===== src/rtl/rgmii_rx_frame_parser_if.sv =====
// Receive nibble stream in, parsed frame fields and status out.
interface rgmii_rx_frame_parser_if #(
  parameter int CNT_W = 11
);
  logic             rx_dv;
  logic             rx_nib_valid;
  logic [3:0]       rx_d;
  logic [47:0]      dst_mac;
  logic [47:0]      src_mac;
  logic [15:0]      eth_type;
  logic             hdr_valid;
  logic             dst_match;
  logic [7:0]       pl_data;
  logic             pl_valid;
  logic [CNT_W-1:0] pl_count;
  logic             frame_done;
  logic             frame_err;

  modport master (
    output rx_dv, rx_nib_valid, rx_d,
    input  dst_mac, src_mac, eth_type, hdr_valid, dst_match,
           pl_data, pl_valid, pl_count, frame_done, frame_err
  );

  modport slave (
    input  rx_dv, rx_nib_valid, rx_d,
    output dst_mac, src_mac, eth_type, hdr_valid, dst_match,
           pl_data, pl_valid, pl_count, frame_done, frame_err
  );
endinterface


===== src/rtl/rgmii_rx_frame_parser.sv =====
// Ethernet frame parser fed by the RGMII nibble receiver: locks onto
// preamble/SFD, captures the 14-byte header, streams payload bytes and
// reports end-of-frame status.
module rgmii_rx_frame_parser #(
  parameter int          PREAMBLE_MIN = 7,
  parameter logic [47:0] MY_MAC       = 48'h54_ff_01_21_23_24,
  parameter int          CNT_W        = 11
) (
  input logic                    clk,
  input logic                    SW0,
  rgmii_rx_frame_parser_if.slave bus
);

  typedef enum logic [2:0] {IDLE, PREAMBLE, HEADER, PAYLOAD, DROP} state_t;

  state_t           state, next_state;
  logic             accept, eof, sfd_ok, hdr_last;
  logic [3:0]       pre_cnt;
  logic [3:0]       hdr_bytes;
  logic             nib_phase;
  logic [3:0]       nib_hold;
  logic [103:0]     hdr_shift;
  logic [111:0]     hdr_full;
  logic             idle_drop;

  logic [47:0]      dst_mac, src_mac;
  logic [15:0]      eth_type;
  logic             hdr_valid, dst_match;
  logic [7:0]       pl_data;
  logic             pl_valid;
  logic [CNT_W-1:0] pl_count;
  logic             frame_done, frame_err;

  assign accept   = bus.rx_nib_valid && bus.rx_dv;
  assign eof      = !bus.rx_dv && (state != IDLE);
  assign sfd_ok   = (bus.rx_d == 4'hD) && (pre_cnt >= 4'(PREAMBLE_MIN));
  assign hdr_last = nib_phase && (hdr_bytes == 4'd13);
  assign hdr_full = {hdr_shift, bus.rx_d, nib_hold};

  assign bus.dst_mac    = dst_mac;
  assign bus.src_mac    = src_mac;
  assign bus.eth_type   = eth_type;
  assign bus.hdr_valid  = hdr_valid;
  assign bus.dst_match  = dst_match;
  assign bus.pl_data    = pl_data;
  assign bus.pl_valid   = pl_valid;
  assign bus.pl_count   = pl_count;
  assign bus.frame_done = frame_done;
  assign bus.frame_err  = frame_err;

  // State register.
  always_ff @(posedge clk or negedge SW0) begin
    if (!SW0) state <= IDLE;
    else      state <= next_state;
  end

  // Next-state logic; a falling data-valid always wins over a nibble.
  always_comb begin
    next_state = state;
    if (eof) begin
      next_state = IDLE;
    end else if (accept) begin
      case (state)
        IDLE:     next_state = (bus.rx_d == 4'h5) ? PREAMBLE : DROP;
        PREAMBLE: if (bus.rx_d != 4'h5) next_state = sfd_ok ? HEADER : DROP;
        HEADER:   if (hdr_last) next_state = PAYLOAD;
        default:  next_state = state;
      endcase
    end
  end

  // Datapath: nibble pairing, header capture, payload stream, status pulses.
  always_ff @(posedge clk or negedge SW0) begin
    if (!SW0) begin
      pre_cnt    <= '0;
      hdr_bytes  <= '0;
      nib_phase  <= 1'b0;
      nib_hold   <= '0;
      hdr_shift  <= '0;
      idle_drop  <= 1'b0;
      dst_mac    <= '0;
      src_mac    <= '0;
      eth_type   <= '0;
      hdr_valid  <= 1'b0;
      dst_match  <= 1'b0;
      pl_data    <= '0;
      pl_valid   <= 1'b0;
      pl_count   <= '0;
      frame_done <= 1'b0;
      frame_err  <= 1'b0;
    end else begin
      hdr_valid  <= 1'b0;
      pl_valid   <= 1'b0;
      frame_done <= 1'b0;
      frame_err  <= 1'b0;
      if (eof) begin
        frame_done <= !((state == DROP) && idle_drop);
        frame_err  <= (state != PAYLOAD) || nib_phase;
        nib_phase  <= 1'b0;
      end else if (accept) begin
        case (state)
          IDLE: begin
            pre_cnt   <= 4'd1;
            nib_phase <= 1'b0;
            idle_drop <= (bus.rx_d != 4'h5);
          end
          PREAMBLE: begin
            if (bus.rx_d == 4'h5) begin
              if (pre_cnt != 4'hF) pre_cnt <= pre_cnt + 4'd1;
            end else if (sfd_ok) begin
              pl_count  <= '0;
              hdr_bytes <= '0;
              nib_phase <= 1'b0;
            end
          end
          HEADER: begin
            nib_phase <= !nib_phase;
            if (!nib_phase) begin
              nib_hold <= bus.rx_d;
            end else begin
              hdr_shift <= hdr_full[103:0];
              hdr_bytes <= hdr_bytes + 4'd1;
              if (hdr_last) begin
                dst_mac   <= hdr_full[111:64];
                src_mac   <= hdr_full[63:16];
                eth_type  <= hdr_full[15:0];
                hdr_valid <= 1'b1;
                dst_match <= (hdr_full[111:64] == MY_MAC) || (&hdr_full[111:64]);
              end
            end
          end
          PAYLOAD: begin
            nib_phase <= !nib_phase;
            if (!nib_phase) begin
              nib_hold <= bus.rx_d;
            end else begin
              pl_data  <= {bus.rx_d, nib_hold};
              pl_valid <= 1'b1;
              if (pl_count != '1) pl_count <= pl_count + CNT_W'(1);
            end
          end
          default: ;
        endcase
      end
    end
  end

endmodule


===== src/flat_wrapper.sv =====
// flat-port wrapper written by rule: the top's interface ports become plain ports
module rgmii_rx_frame_parser_flat 
#(
  parameter int          PREAMBLE_MIN = 7,
  parameter logic [47:0] MY_MAC       = 48'h54_ff_01_21_23_24,
  parameter int          CNT_W        = 11
)
  (clk, SW0, bus_rx_dv, bus_rx_nib_valid, bus_rx_d, bus_dst_mac, bus_src_mac, bus_eth_type, bus_hdr_valid, bus_dst_match, bus_pl_data, bus_pl_valid, bus_pl_count, bus_frame_done, bus_frame_err);
  rgmii_rx_frame_parser_if #(.CNT_W(CNT_W)) bus_i ();
  input logic clk;
  input logic SW0;
  input wire logic [$bits(bus_i.rx_dv)-1:0] bus_rx_dv;
  input wire logic [$bits(bus_i.rx_nib_valid)-1:0] bus_rx_nib_valid;
  input wire logic [$bits(bus_i.rx_d)-1:0] bus_rx_d;
  output wire logic [$bits(bus_i.dst_mac)-1:0] bus_dst_mac;
  output wire logic [$bits(bus_i.src_mac)-1:0] bus_src_mac;
  output wire logic [$bits(bus_i.eth_type)-1:0] bus_eth_type;
  output wire logic [$bits(bus_i.hdr_valid)-1:0] bus_hdr_valid;
  output wire logic [$bits(bus_i.dst_match)-1:0] bus_dst_match;
  output wire logic [$bits(bus_i.pl_data)-1:0] bus_pl_data;
  output wire logic [$bits(bus_i.pl_valid)-1:0] bus_pl_valid;
  output wire logic [$bits(bus_i.pl_count)-1:0] bus_pl_count;
  output wire logic [$bits(bus_i.frame_done)-1:0] bus_frame_done;
  output wire logic [$bits(bus_i.frame_err)-1:0] bus_frame_err;
  assign bus_i.rx_dv = bus_rx_dv;
  assign bus_i.rx_nib_valid = bus_rx_nib_valid;
  assign bus_i.rx_d = bus_rx_d;
  assign bus_dst_mac = bus_i.dst_mac;
  assign bus_src_mac = bus_i.src_mac;
  assign bus_eth_type = bus_i.eth_type;
  assign bus_hdr_valid = bus_i.hdr_valid;
  assign bus_dst_match = bus_i.dst_match;
  assign bus_pl_data = bus_i.pl_data;
  assign bus_pl_valid = bus_i.pl_valid;
  assign bus_pl_count = bus_i.pl_count;
  assign bus_frame_done = bus_i.frame_done;
  assign bus_frame_err = bus_i.frame_err;
  rgmii_rx_frame_parser #(.PREAMBLE_MIN(PREAMBLE_MIN), .MY_MAC(MY_MAC), .CNT_W(CNT_W)) u_core (.clk(clk), .SW0(SW0), .bus(bus_i));
endmodule

===== config.mk =====
export PLATFORM = sky130hd
export DESIGN_NAME = rgmii_rx_frame_parser_flat
export DESIGN_NICKNAME = d
export VERILOG_FILES = /design/src/rtl/rgmii_rx_frame_parser_if.sv /design/src/rtl/rgmii_rx_frame_parser.sv /design/src/flat_wrapper.sv
export SDC_FILE = /design/constraint.sdc
export NUM_CORES = 1
export LEC_CHECK = 0
export ABC_AREA = 1
export CAP_MARGIN = 40
export CELL_PAD_IN_SITES_DETAIL_PLACEMENT = 1
export CELL_PAD_IN_SITES_GLOBAL_PLACEMENT = 1
export CORE_MARGIN = 1.5
export CORE_UTILIZATION = 38
export DETAILED_ROUTE_END_ITERATION = 6
export PLACE_DENSITY_LB_ADDON = 0.08
export SLEW_MARGIN = 25
export SYNTH_ARGS = -nofsm -noshare
export SYNTH_HDL_FRONTEND = slang
export SYNTH_SLANG_ARGS = --single-unit

===== constraint.sdc =====
create_clock -name clk -period 1.49 [get_ports clk]
set_clock_uncertainty 0.1 [all_clocks]
set_input_delay 0.298 -clock clk [delete_from_list [all_inputs] [get_ports clk]]
set_output_delay 0.298 -clock clk [all_outputs]
set_load 0.02 [all_outputs]

==> summary.txt <==
LAYOUT
---------------------------------------------------------------------------
Final net count                                                        1570
Layout overhead on the synthesized area                              55.74%
Fraction of final layout cells sized beyond drive strength 1         41.33%
Number of antenna repair diodes                                           0
Fillers                                                                3048

DRT
---------------------------------------------------------------------------
First-pass detailed-route iteration total                                 4
Violation count after the first detailed-routing iteration              495
DR vias                                                                9534
Detailed Route WL                                                  36.75 mm
Mean routed wirelength per cell                                    18.82 um
Antenna-violating nets left                                               0
Vias per cell                                                         4.882
DRC violations left                                                       0

TIMING
---------------------------------------------------------------------------
Unrepaired setup endpoints after global routing                         yes
Minimum hold slack                                                0.1185 ns
Fraction of the cycle the final worst path needs                     120.0%
Max-slew headroom                                                    77.53%
Achievable clock frequency                                        559.1 MHz
Transition time of the tightest slew-check pin                    0.3371 ns
Minimum clock period after layout                                  1.789 ns
Setup-failing EPs final                                                 267
Final setup slack of the worst path                              -0.2985 ns
Number of slew-limit violations in the final report                       0
Number of hold violations in the final report                             0

SYNTHESIS
---------------------------------------------------------------------------
Post-synth top flop                                                 dfrtp_1
Number of enable flip-flop cells after synthesis                          0
Syn. warnings                                                             0
Cell variety after synth                                                 29
Synth Cell Area                                                   10780 um2
Share of synthesized area occupied by flip-flops and latches         59.68%
Synthesized area per cell                                         8.957 um2
Count of state elements after synthesis                                 257
Nets in the synthesized netlist                                        1215
Cell count after synthesis                                             1203
Ys async rst share                                                   100.0%

CTS
---------------------------------------------------------------------------
Cell at the root of the clock tree                                clkbuf_16
Number of buffers added by the clock tree synthesis step                 29
CTS H-Tree Depth                                                          1
Clock latency on the worst-skew pair                                0.55 ns
Clock tree buffer depth                                                   3
Clock tree from TritonCTS                                               yes
CTS clock-pin slew for the worst setup and hold paths               0.07 ns
Number of sinks handled by clock tree synthesis                         257

PWR
---------------------------------------------------------------------------
Share of total power consumed by net switching                       25.07%
Seq pwr share                                                         45.8%
Power per Cell Area                                            938.8 nW/um2
Cell Int Power                                                     11800 uW
Static power due to leakage                                     0.007966 uW
Combinational cell fraction of total power                            11.0%
Part of the total power dissipated in the clock network               43.2%
Net Sw Power                                                        3950 uW
Maximum vdd drop                                                0.0008196 V

WORST SETUP PATH
---------------------------------------------------------------------------
Required time worst endpoint                                        1.82 ns
Critical-path cell with the highest stage delay                     dfrtp_2
Sum of buffers and inverters on the critical path                         2
Kind of end point of the critical path                             register
CP top delay family                                            simple AND/OR/NAND/NOR gates
Setup slack, reg-to-reg                                            -0.30 ns
Worst Path Max Fanout                                                     5
Library cell appearing most often on the critical path              nand2_2
Signal arrival time at the worst endpoint                           2.12 ns
WS Path Type                                                        reg2reg
Sequence of cells on the critical path                         inv_4 > nand2_1 > nor2_2 > nand3_4 > nor2_4 > buf_6 > nand2_8 > nand2_2 > nand2_2
Type of origin of the critical path                                register
Max incr delay on CP                                                0.47 ns

OUTCOME
---------------------------------------------------------------------------
Run status                                                     finished with violations
Failing checks                                                 setup timing

FLOORPLANNING
---------------------------------------------------------------------------
Overall die width                                                  171.4 um
Starting utilization of the core area                                38.68%
Standard cell core area                                           27860 um2
IO Pins                                                                 144
Die footprint                                                     29370 um2
Die H                                                              171.4 um
Row count                                                                61

GLOBAL ROUTING
---------------------------------------------------------------------------
Gr ovfl total                                                             0
Largest net degree at the start of global routing                        63
Via count of the first global-routing pass                             9283
Global-route wire length before repair                             47.86 mm
Antenna violations before repair                                          0
Overall global routing resource usage                                20.55%

HOLD PATH
---------------------------------------------------------------------------
Hold crit path type                                                in2async

PLACED DESIGN
---------------------------------------------------------------------------
HPWL reported at the end of detailed placement                     18.79 mm
Port Buf Inserts                                                        143
Pre-CTS setup slack                                              -0.5805 ns
Final RePlAce weighted congestion                                    0.7946

FLOW RUN
---------------------------------------------------------------------------
Number of max-cap violations                                              0

-- per-stage QoR --
stage | setup TNS, ns | utilization [%] | power, uW | cell area [um2] | cells
floorplan | -0.3616 | - | 7768 | 10810 | 1203
CTS | -20.82 | 52.33 | 15400 | 14580 | 1857
global route | -54.40 | 60.24 | 16310 | 16780 | 1953
global placement | -98.49 | 47.36 | 8385 | 13190 | 1758
finish | -37.23 | 60.24 | 15750 | 16780 | 1953
detailed placement | -104.36 | 47.36 | 8407 | 13190 | 1758
-- Yosys cell counts (all sizes together) (2+ instances only) --
cell | instances | area, um2
buf | 38 | 300.3
nor2 | 60 | 245.2
ha | 4 | 50.05
nand3 | 28 | 157.7
or2 | 2 | 12.51
nand4 | 3 | 33.78
nand2 | 389 | 1478
clkbuf | 12 | 56.30
o21ai | 234 | 1306
xnor2 | 2 | 17.52
dfrtp | 257 | 6431
xor2 | 3 | 26.28
a21oi | 9 | 45.04
inv | 159 | 596.8
-- sequential cells by signal, summed over array words and instances, names as in the netlist, 8 cells and up --
name                 flops
u_core.bus.src_mac      48
u_core.bus.eth_type     16
u_core.hdr_shift       104
u_core.bus.dst_mac      48
u_core.bus.pl_count     11
u_core.bus.pl_data       8
-- what timing repair did --
item / CTS / global route
pin swaps: 17 / 28
cloned: 7 / 27
buffers inserted: 43 / 71
hold buffers: 1 / 0
endpoints found under the setup margin: 384 / 378
resized for setup: 785 / 408
endpoints found under the hold margin: 224 / 0
-- per-layer routing --
layer / track usage [%] / part of all wire, % / vias to the layer above
li1: - / - / 4468
met1: 27.05 / 43 / 4818
met2: 34.92 / 50 / 189
met3: 4.165 / 4.8 / 59
met4: 4.653 / 2.3 / 0
met5: 0 / 0 / -
-- power groups by stage --
| stage | registers (uW) | logic [uW] | clock network (uW) |
|---|---|---|---|
| finish | 7210 | 1740 | 6800 |
| global route | 7220 | 1880 | 7220 |
| CTS | 7180 | 1330 | 6880 |
| detailed placement | 7300 | 1100 | 0 |
| global placement | 7300 | 1090 | 0 |
| floorplan | 7320 | 444 | 0 |
-- final timing paths --
check / startpoint / cells after the start / endpoint
max: u_core.state[2]$_DFFE_PN0P_ / 9 / u_core.bus.pl_count[6]$_DFFE_PN0P_
min: SW0 / 2 / u_core.bus.src_mac[37]$_DFFE_PN0P_
max reg2reg: u_core.state[2]$_DFFE_PN0P_ / 9 / u_core.bus.pl_count[6]$_DFFE_PN0P_
min reg2reg: u_core.idle_drop$_DFFE_PN0P_ / 1 / u_core.bus.frame_done$_DFF_PN0_
max in group asynchronous: SW0 / 3 / u_core.hdr_shift[3]$_DFFE_PN0P_
min in group clk: bus_rx_d[0] / 3 / u_core.bus.eth_type[4]$_DFFE_PN0P_
-- worst reg2reg max path, stage by stage (launching register included) --
cell	delay, ns
dfrtp_2	0.47
inv_4	0.12
nand2_1	0.10
nor2_2	0.19
nand3_4	0.11
nor2_4	0.20
buf_6	0.18
nand2_8	0.09
nand2_2	0.07
nand2_2	0.05
-- area by class of cell --
type                    instances  area, um2  share of cell area [%]
clock buffers                  39      773.2                   4.608
repair buffers                372       4093                   24.39
flip-flops and latches        257       6435                   38.35
clock inverters                 9      97.59                  0.5816
multi-input cells             738       4279                   25.50
well taps                     378      473.0                   2.818
inverters                     160      630.6                   3.758
-- cell families after synthesis --
group,share of synthesized area (%)
AO/OA/AOI/OAI,12.54
adder cells (fa/ha/maj),0.4645
AND/OR/NAND/NOR,18.01
buffers and inverters,8.894
XOR/XNOR,0.4065
flip-flops,59.68
-- cells in the final DEF, fill, tap and decap left out, types with 6 or more instances in the layout --
cell type,synthesis,layout
buf_12,0,18
buf_16,0,11
buf_2,18,10
buf_4,4,164
buf_6,16,137
buf_8,0,9
clkbuf_1,3,9
clkbuf_16,0,45
clkdlybuf4s50_1,0,6
clkinv_2,1,6
dfrtp_1,257,254
inv_1,155,145
inv_2,4,8
nand2_1,382,292
nand2_2,7,64
nand2_4,0,32
nand3_1,26,8
nand3_2,1,13
nand3_4,1,7
nor2_1,56,49
nor2_4,2,6
o21ai_0,162,61
o21ai_1,36,83
o21ai_2,36,87
No activity file was read; power rests on OpenSTA's default activity.
